$ cat src/rtl/vga_frame_reader.sv
// 640x480@60 VGA scan-out of a grayscale image held in the interpolation output memory.
// Define VGA_BORDER_EN to draw a 1-pixel white frame just outside the image window.
module vga_frame_reader #(
   parameter int H_ACTIVE = 640,
   parameter int H_FP     = 16,
   parameter int H_SYNC   = 96,
   parameter int H_BP     = 48,
   parameter int V_ACTIVE = 480,
   parameter int V_FP     = 10,
   parameter int V_SYNC   = 2,
   parameter int V_BP     = 33,
   parameter int RD_LAT   = 1
) (
   input  logic        clk,
   input  logic        reset,
   input  logic [15:0] dimensiones,
   input  logic [7:0]  pixel,
   output logic [18:0] DataAdr_VGA,
   output logic        hsync,
   output logic        vsync,
   output logic        blank_n,
   output logic [7:0]  vga_r,
   output logic [7:0]  vga_g,
   output logic [7:0]  vga_b,
   output logic        frame_start
);

   localparam int H_TOTAL = H_ACTIVE + H_FP + H_SYNC + H_BP;
   localparam int V_TOTAL = V_ACTIVE + V_FP + V_SYNC + V_BP;

   localparam logic [9:0] H_LAST = 10'(H_TOTAL - 1);
   localparam logic [9:0] V_LAST = 10'(V_TOTAL - 1);
   localparam logic [9:0] H_VIS  = 10'(H_ACTIVE);
   localparam logic [9:0] V_VIS  = 10'(V_ACTIVE);
   localparam logic [9:0] HS_BEG = 10'(H_ACTIVE + H_FP);
   localparam logic [9:0] HS_END = 10'(H_ACTIVE + H_FP + H_SYNC);
   localparam logic [9:0] VS_BEG = 10'(V_ACTIVE + V_FP);
   localparam logic [9:0] VS_END = 10'(V_ACTIVE + V_FP + V_SYNC);

   logic        r_tick;
   logic        r_first;
   logic [9:0]  r_h;
   logic [9:0]  r_v;
   logic [7:0]  r_w;
   logic [7:0]  r_hgt;
   logic [18:0] r_row;
   logic [18:0] r_adr;

   logic [RD_LAT:0]   r_hs_sh;
   logic [RD_LAT:0]   r_vs_sh;
   logic [RD_LAT:0]   r_vis_sh;
   logic [RD_LAT-1:0] r_show_sh;
   logic [RD_LAT-1:0] r_bdr_sh;
   logic [7:0]        r_pix;

   logic        w_h_end;
   logic        w_v_end;
   logic        w_latch;
   logic [9:0]  w_h_nxt;
   logic [9:0]  w_v_nxt;
   logic [7:0]  w_w_nxt;
   logic [7:0]  w_hgt_nxt;
   logic [9:0]  w_wz;
   logic [9:0]  w_hz;
   logic [18:0] w_row_nxt;
   logic        w_win_nxt;
   logic [18:0] w_adr_nxt;
   logic        w_hs;
   logic        w_vs;
   logic        w_vis;
   logic        w_show;
   logic        w_bdr;

   // Next counter position, used so the address lands together with the counters.
   assign w_h_end   = (r_h == H_LAST);
   assign w_v_end   = (r_v == V_LAST);
   assign w_h_nxt   = w_h_end ? 10'd0 : r_h + 10'd1;
   assign w_v_nxt   = !w_h_end ? r_v : (w_v_end ? 10'd0 : r_v + 10'd1);
   assign w_latch   = r_tick && ((w_h_end && w_v_end) || r_first);
   assign w_w_nxt   = w_latch ? dimensiones[15:8] : r_w;
   assign w_hgt_nxt = w_latch ? dimensiones[7:0]  : r_hgt;
   assign w_wz      = {2'b00, r_w};
   assign w_hz      = {2'b00, r_hgt};

   always_comb begin
      w_row_nxt = r_row;
      if (w_h_end) begin
         if (w_v_end) begin
            w_row_nxt = 19'd0;
         end else if (r_v < w_hz) begin
            w_row_nxt = r_row + {11'd0, r_w};
         end
      end
   end

   assign w_win_nxt = (w_h_nxt < {2'b00, w_w_nxt}) && (w_v_nxt < {2'b00, w_hgt_nxt});
   assign w_adr_nxt = w_win_nxt ? (w_row_nxt + {9'd0, w_h_nxt}) : 19'd0;

   assign w_hs   = !((r_h >= HS_BEG) && (r_h < HS_END));
   assign w_vs   = !((r_v >= VS_BEG) && (r_v < VS_END));
   assign w_vis  = (r_h < H_VIS) && (r_v < V_VIS);
   assign w_show = w_vis && (r_h < w_wz) && (r_v < w_hz);

`ifdef VGA_BORDER_EN
   assign w_bdr = (r_w != 8'd0) && (r_hgt != 8'd0) && w_vis &&
                  (((r_h == w_wz) && (r_v <= w_hz)) || ((r_v == w_hz) && (r_h <= w_wz)));
`else
   assign w_bdr = 1'b0;
`endif

   always_ff @(posedge clk or negedge reset) begin
      if (!reset) begin
         r_tick  <= 1'b0;
         r_first <= 1'b1;
         r_h     <= 10'd0;
         r_v     <= 10'd0;
         r_w     <= 8'd0;
         r_hgt   <= 8'd0;
         r_row   <= 19'd0;
         r_adr   <= 19'd0;
      end else begin
         r_tick <= !r_tick;
         if (r_tick) begin
            r_first <= 1'b0;
            r_h     <= w_h_nxt;
            r_v     <= w_v_nxt;
            r_w     <= w_w_nxt;
            r_hgt   <= w_hgt_nxt;
            r_row   <= w_row_nxt;
            r_adr   <= w_adr_nxt;
         end
      end
   end

   // Output alignment: flags ride a per-clk shift matching the memory read latency.
   always_ff @(posedge clk or negedge reset) begin
      if (!reset) begin
         r_hs_sh   <= '1;
         r_vs_sh   <= '1;
         r_vis_sh  <= '0;
         r_show_sh <= '0;
         r_bdr_sh  <= '0;
         r_pix     <= 8'd0;
      end else begin
         r_hs_sh[0]   <= w_hs;
         r_vs_sh[0]   <= w_vs;
         r_vis_sh[0]  <= w_vis;
         r_show_sh[0] <= w_show;
         r_bdr_sh[0]  <= w_bdr;
         for (int i = 1; i <= RD_LAT; i++) begin
            r_hs_sh[i]  <= r_hs_sh[i-1];
            r_vs_sh[i]  <= r_vs_sh[i-1];
            r_vis_sh[i] <= r_vis_sh[i-1];
         end
         for (int i = 1; i < RD_LAT; i++) begin
            r_show_sh[i] <= r_show_sh[i-1];
            r_bdr_sh[i]  <= r_bdr_sh[i-1];
         end
         if (r_show_sh[RD_LAT-1]) begin
            r_pix <= pixel;
         end else if (r_bdr_sh[RD_LAT-1]) begin
            r_pix <= 8'hFF;
         end else begin
            r_pix <= 8'd0;
         end
      end
   end

   assign DataAdr_VGA = r_adr;
   assign hsync       = r_hs_sh[RD_LAT];
   assign vsync       = r_vs_sh[RD_LAT];
   assign blank_n     = r_vis_sh[RD_LAT];
   assign vga_r       = r_pix;
   assign vga_g       = r_pix;
   assign vga_b       = r_pix;
   assign frame_start = r_tick && (r_h == 10'd0) && (r_v == 10'd0);

endmodule
$ cat config.mk
export PLATFORM = sky130hd
export DESIGN_NAME = vga_frame_reader
export DESIGN_NICKNAME = d
export VERILOG_FILES = /design/src/rtl/vga_frame_reader.sv
export SDC_FILE = /design/constraint.sdc
export NUM_CORES = 1
export LEC_CHECK = 0
export CORE_ASPECT_RATIO = 1.25
export CORE_MARGIN = 2
export CORE_UTILIZATION = 61
export CTS_CLUSTER_DIAMETER = 200
export DETAILED_ROUTE_END_ITERATION = 10
export PLACE_DENSITY = 0.87
export SLEW_MARGIN = 25
export SYNTH_ARGS = -nofsm -noshare
export SYNTH_HDL_FRONTEND = slang
export SYNTH_SLANG_ARGS = --single-unit
$ cat constraint.sdc
create_clock -name clk -period 11.3 [get_ports clk]
set_clock_uncertainty 0.05 [all_clocks]
set_input_delay 1.13 -clock clk [delete_from_list [all_inputs] [get_ports clk]]
set_output_delay 1.13 -clock clk [all_outputs]
set_load 0.05 [all_outputs]
Yosys cells after proc, flatten, opt, wreduce, memory -nomap -nowiden --
Cells that the tools add are included.
Storage, ports and cells: bits in writable memories 0, output and inout port bits 47, bits in latches 0, ROM bits 0, logic and storage cells 55, memories 0, flip-flop bits (word level) 91
Operators by class: equality and inequality tests 2, mux-type cells 10, shifts and indexed selects 0, bitwise gates (word level) 0, $mul 0, reduce and logical (&&, ||, !) cells 16, add/sub/neg operators 4, order comparisons 10, divide/modulo/power cells 0
Operator list (count):
- $mux 19 | 4
- $lt 10x8->1 | 4
- $mux 10 | 3
- $mux 8 | 3
- $add 10x1->10 const B | 2
- $eq 10x10->1 const B | 2
- $logic_not 10->1 | 2
- $lt 10x10->1 const B | 2
- $lt 10x9->1 const B | 2
- $add 19x10->19 | 1
- $add 19x8->19 | 1
- $ge 10x10->1 const B | 1
- $ge 10x9->1 const B | 1
- $logic_and 1x1->1 | 10
- $logic_not 1->1 | 3
- $logic_or 1x1->1 | 1

Longest topological paths before layout --
depth after elaboration 8, mapped depth 22, gate-level depth less buffers 19

Worst setup path before layout --
OpenSTA, ideal clock, no wires.
path type register to register, from reg r_h[1], to reg r_adr[10] (netlist: DataAdr_VGA[10]), buffers on the path 5, path slack 6.844 ns, setup time 0.075 ns, required time 11.175 ns, stages on the path, launching flop included 22, arrival time 4.332 ns, clock period less this slack 4.456 ns, path through dfrtp_1 > ha_1 > nand4_1 > or4_1 > buf_2 > o31ai_4 > clkbuf_1 > clkbuf_1 > nand2_1 > o21ai_0 > inv_1 > ha_1 > a21o_1 > a21oi_1 > nor2_1 > a211oi_1 > nand2_1 > or3_1 > or3_1 > buf_2 > buf_6 > o2bb2ai_2
Between the ends: word-level cells in the longest chain between the ends 8
Ends and longest elaborated chain:
- from (decl) | RTL line 42 | logic [9:0] r_h;
- from (signal assigned) | RTL line 125 | r_h <= w_h_nxt;
- branches (longest 7 deep; another with $add 19x10->19)
- $mux 19 * | RTL line 97 | assign w_adr_nxt = w_win_nxt ? (w_row_nxt + {9'd0, w_h_nxt}) : 19'd0;
- to (signal assigned) | RTL line 130 | r_adr <= w_adr_nxt;
- to (decl) | RTL line 47 | logic [18:0] r_adr;
Every way passes the cells marked *. A chain may end at the register's enable or synchronous reset.

Final worst setup path --
from reg r_v[0], to reg r_adr[13] (netlist: DataAdr_VGA[13])
RTL lines:
- from (decl) | RTL line 43 | logic [9:0] r_v;
- from (signal assigned) | RTL line 126 | r_v <= w_v_nxt;
- $lt 10x8->1 | RTL line 90 | end else if (r_v < w_hz) begin
- $mux 19 | RTL line 90
- $mux 19 * | RTL line 88 | if (w_v_end) begin
- $mux 19 * | RTL line 87 | if (w_h_end) begin
- via w_row_nxt[1] | RTL line 65 | logic [18:0] w_row_nxt;
- $add 19x10->19 * | RTL line 97
- $mux 19 * | RTL line 97
Mark *: on every way through the listed nets, which the timed path passes. The rest lies on a longest branch.

==> flow_metrics.env <==
export IMPL_status="completed"
export IMPL_grt_usage=0.301
export IMPL_setup_viol=0
export IMPL_cts_root_buf="clkbuf_16"
export IMPL_ys_ff_latch=91
export IMPL_grt_pass1_vias=5264
export IMPL_critPathBufInv=1
export IMPL_yosysTopAreaCell="dfrtp_1"
export IMPL_ir_drop_uv=67.9
export IMPL_grt_pass1_wl_mm=25.2
export IMPL_synth_cell_types=66
export IMPL_p_total_uw=682
export IMPL_worstSetupPathType="reg -> reg"
export IMPL_p_leak_nw=3.33
export IMPL_syn_cell_area_um2=6160
export IMPL_grt_max_degree=50
export IMPL_overflow=0
export IMPL_cts_hold_buf=0
export IMPL_stdcell_count=833
export IMPL_wirelength_mm=15.7
export IMPL_cp_max_fo=11
export IMPL_fin_util=0.716
export IMPL_p_int_uw=522
export IMPL_path_cells="inv_1 > ha_1 > or4b_2 > or3_1 > nor2_1 > a21oi_1 > ha_1 > a21oi_1 > o211ai_1 > or4_1 > a31o_2 > a21o_1 > a21oi_1 > nor2_1 > xnor2_1 > o2bb2ai_2"
export IMPL_diodes=0
export IMPL_fill_cells=752
export IMPL_synth_top_area_share=0.349
export IMPL_drt_iter0_drc=264
export IMPL_endpoint_kind="flop"
export IMPL_place_ws_ns=6.13
export IMPL_cts_tree="done"
export IMPL_slowest_delay_ns=0.71
export IMPL_clockPowerShare=0.458
export IMPL_crit_required_ns=11.47
export IMPL_rsz0062_at_grt="false"
export IMPL_cp_slowest_cell="nor2_1"
export IMPL_die_w_um=93.9
export IMPL_syn_inst=654
export IMPL_viasPerCell=6.23
export IMPL_firstDrtPassIters=5
export IMPL_path_delay_family="simple AND/OR/NAND/NOR gates"
export IMPL_grt_antenna_before_repair=0
export IMPL_vias=5186
export IMPL_maxSlewViolCount=0
export IMPL_start_util=0.619
export IMPL_post_cts_setup_buffer_count=0
export IMPL_gp_congestion=0.987
export IMPL_die_area_um2=10900
export IMPL_crit_top_cell="a21oi_1"
export IMPL_io_pins=73
export IMPL_yosysMostFrequentCell="dfrtp_1"
export IMPL_combPwrFrac=0.060
export IMPL_ant_nets=0
export IMPL_post_cts_resized=0
export IMPL_nets=778
export IMPL_tightest_slew_ns=1.02
export IMPL_synthFlopType="dfrtp_1"
export IMPL_hold_path_class="reg -> reg"
export IMPL_period_share=0.452
export IMPL_fin_ws_ns=6.20
export IMPL_hold_viol=0
export IMPL_rows=41
export IMPL_dp_cells=816
export IMPL_cp_startpoint="r_v[0]$_DFFE_PN0P_"
export IMPL_pwr_density_cell_nw_per_um2=95.7
export IMPL_slew_headroom=0.316
export IMPL_chipHeight_um=116
export IMPL_wl_per_cell_um=18.9
export IMPL_sequentialPowerShare=0.481
export IMPL_drive_above_1_share=0.108
export IMPL_tns_ns=0
export IMPL_finalCriticalPeriod_ns=5.10
export IMPL_switchingPower_uw=160
export IMPL_clk_pin_slew_ns=0.07
export IMPL_synth_common_cells="dfrtp_1, nand2_1, ha_1, inv_1, o21ai_0"
export IMPL_hp_start="r_vs_sh[0]$_DFF_PN1_"
export IMPL_clock_latency_ns=0.35
export IMPL_synth_edf_count=0
export IMPL_syn_area_per_cell_um2=9.43
export IMPL_fmax_ghz=0.196
export IMPL_synth_seq_area_share=0.370
export IMPL_core_um2=9950
export IMPL_portBuffers=72
export IMPL_ys_warn_count=0
export IMPL_clock_sinks=91
export IMPL_syn_num_nets=733
export IMPL_h_tree_depth=3
export IMPL_drc=0
export IMPL_clk_path_buf_depth=2
export IMPL_startpoint_type="flop"
export IMPL_syn_to_final_growth_pct=15.5
export IMPL_cts_made_buffers=9
export IMPL_synth_async_sr_flop_share=1.00
export IMPL_synthTopCellsByArea="dfrtp_1, ha_1, xnor2_1"
export IMPL_drv_cap=0
export IMPL_cp_arrival_ns=5.28
export IMPL_rr_startpoint="r_v[0]$_DFFE_PN0P_"
export IMPL_p_sw_frac=0.235
export IMPL_place_hpwl_mm=11.8
[final timing paths]
kind	to	slack [ns]	cells past startpoint
setup / recovery	DataAdr_VGA[13]$_DFFE_PN0P_	6.20	16
min in group asynchronous	r_vis_sh[1]$_DFF_PN0_	0.70	1
setup reg to reg	DataAdr_VGA[13]$_DFFE_PN0P_	6.20	16
hold / removal	r_vs_sh[1]$_DFF_PN1_	0.31	0
hold reg to reg	r_vs_sh[1]$_DFF_PN1_	0.31	0
max in group asynchronous	r_row[6]$_DFFE_PN0P_	9.47	2
[power groups by stage]
stage	Clock [mW]	Sequential [mW]	Combinational, mW
5_1_grt	0.327	0.328	0.0435
6_report	0.313	0.328	0.0409
4_1_cts	0.315	0.328	0.0417
3_5_place_dp	0	0.334	0.0416
2_1_floorplan	0	0.340	0.0161
3_3_place_gp	0	0.334	0.0411
[layout make-up]
class / instances / area, um^2 / share of cell area
timing repair buffer: 75 / 744 / 0.105
sequential: 91 / 2280 / 0.321
tap: 129 / 161 / 0.0227
clock buffer: 11 / 243 / 0.0341
multi-input combinational: 479 / 3470 / 0.487
clock inverter: 5 / 62.6 / 0.00878
inverter: 43 / 161 / 0.0227
[metal layers]
layer  routed length, um  global-route usage
met5                   0                   0
met4                 826               0.172
met3                 857              0.0568
met1                5810               0.321
met2                8220               0.554
[cells in the final DEF (no fill, tap or decap), types with 3 or more instances in the layout]
master and count:
or3_1 9, ha_1 51, mux2_2 24, o2bb2ai_1 8, and3_1 10, dfrtp_1 86, o21a_1 3, nand3_1 19
o31ai_1 3, nor3_1 14, inv_1 43, a21oi_1 30, xor2_1 13, clkdlybuf4s50_1 71, clkbuf_16 9, xnor2_1 33
nor4_1 5, nor2b_1 5, nand2b_1 5, o2bb2ai_2 11, a211oi_1 6, o211ai_1 6, buf_4 3, nor2_1 34
dfstp_2 5, nand2_1 72, and2_1 10, nand4_1 11, a21o_1 8, o21ai_0 42, or4_1 5
[logic make-up (layout without fill, tap and decap cells)]
group	Yosys count	count (layout)	synth area share
xor gates and xnor gates	46	46	0.0654
and+or+nand+nor	215	215	0.179
muxes	24	24	0.0438
adders and majority gates	53	53	0.110
DFF	91	91	0.370
AOI/OAI and AO/OA	141	141	0.165
buffers and inverters	84	134	0.0672
[stage by stage]
| stage | hold slack (ns) | cell area (um^2) |
|---|---|---|
| after detailed placement | 0.307 | 6810 |
| after floorplan | 0.281 | 6160 |
| after CTS | 0.317 | 7110 |
| final | 0.311 | 7120 |
| after global placement | 0.289 | 6810 |
| after global routing | 0.317 | 7120 |
[registers in the layout (all words and copies together), names as in the netlist]
register	flops
DataAdr_VGA	19
r_first	1
r_h	10
r_hgt	8
r_hs_sh	2
r_row	19
r_show_sh	1
r_tick	1
r_v	10
r_vis_sh	2
r_vs_sh	2
r_w	8
vga_b	8
Power figures use the tool's default switching activity.
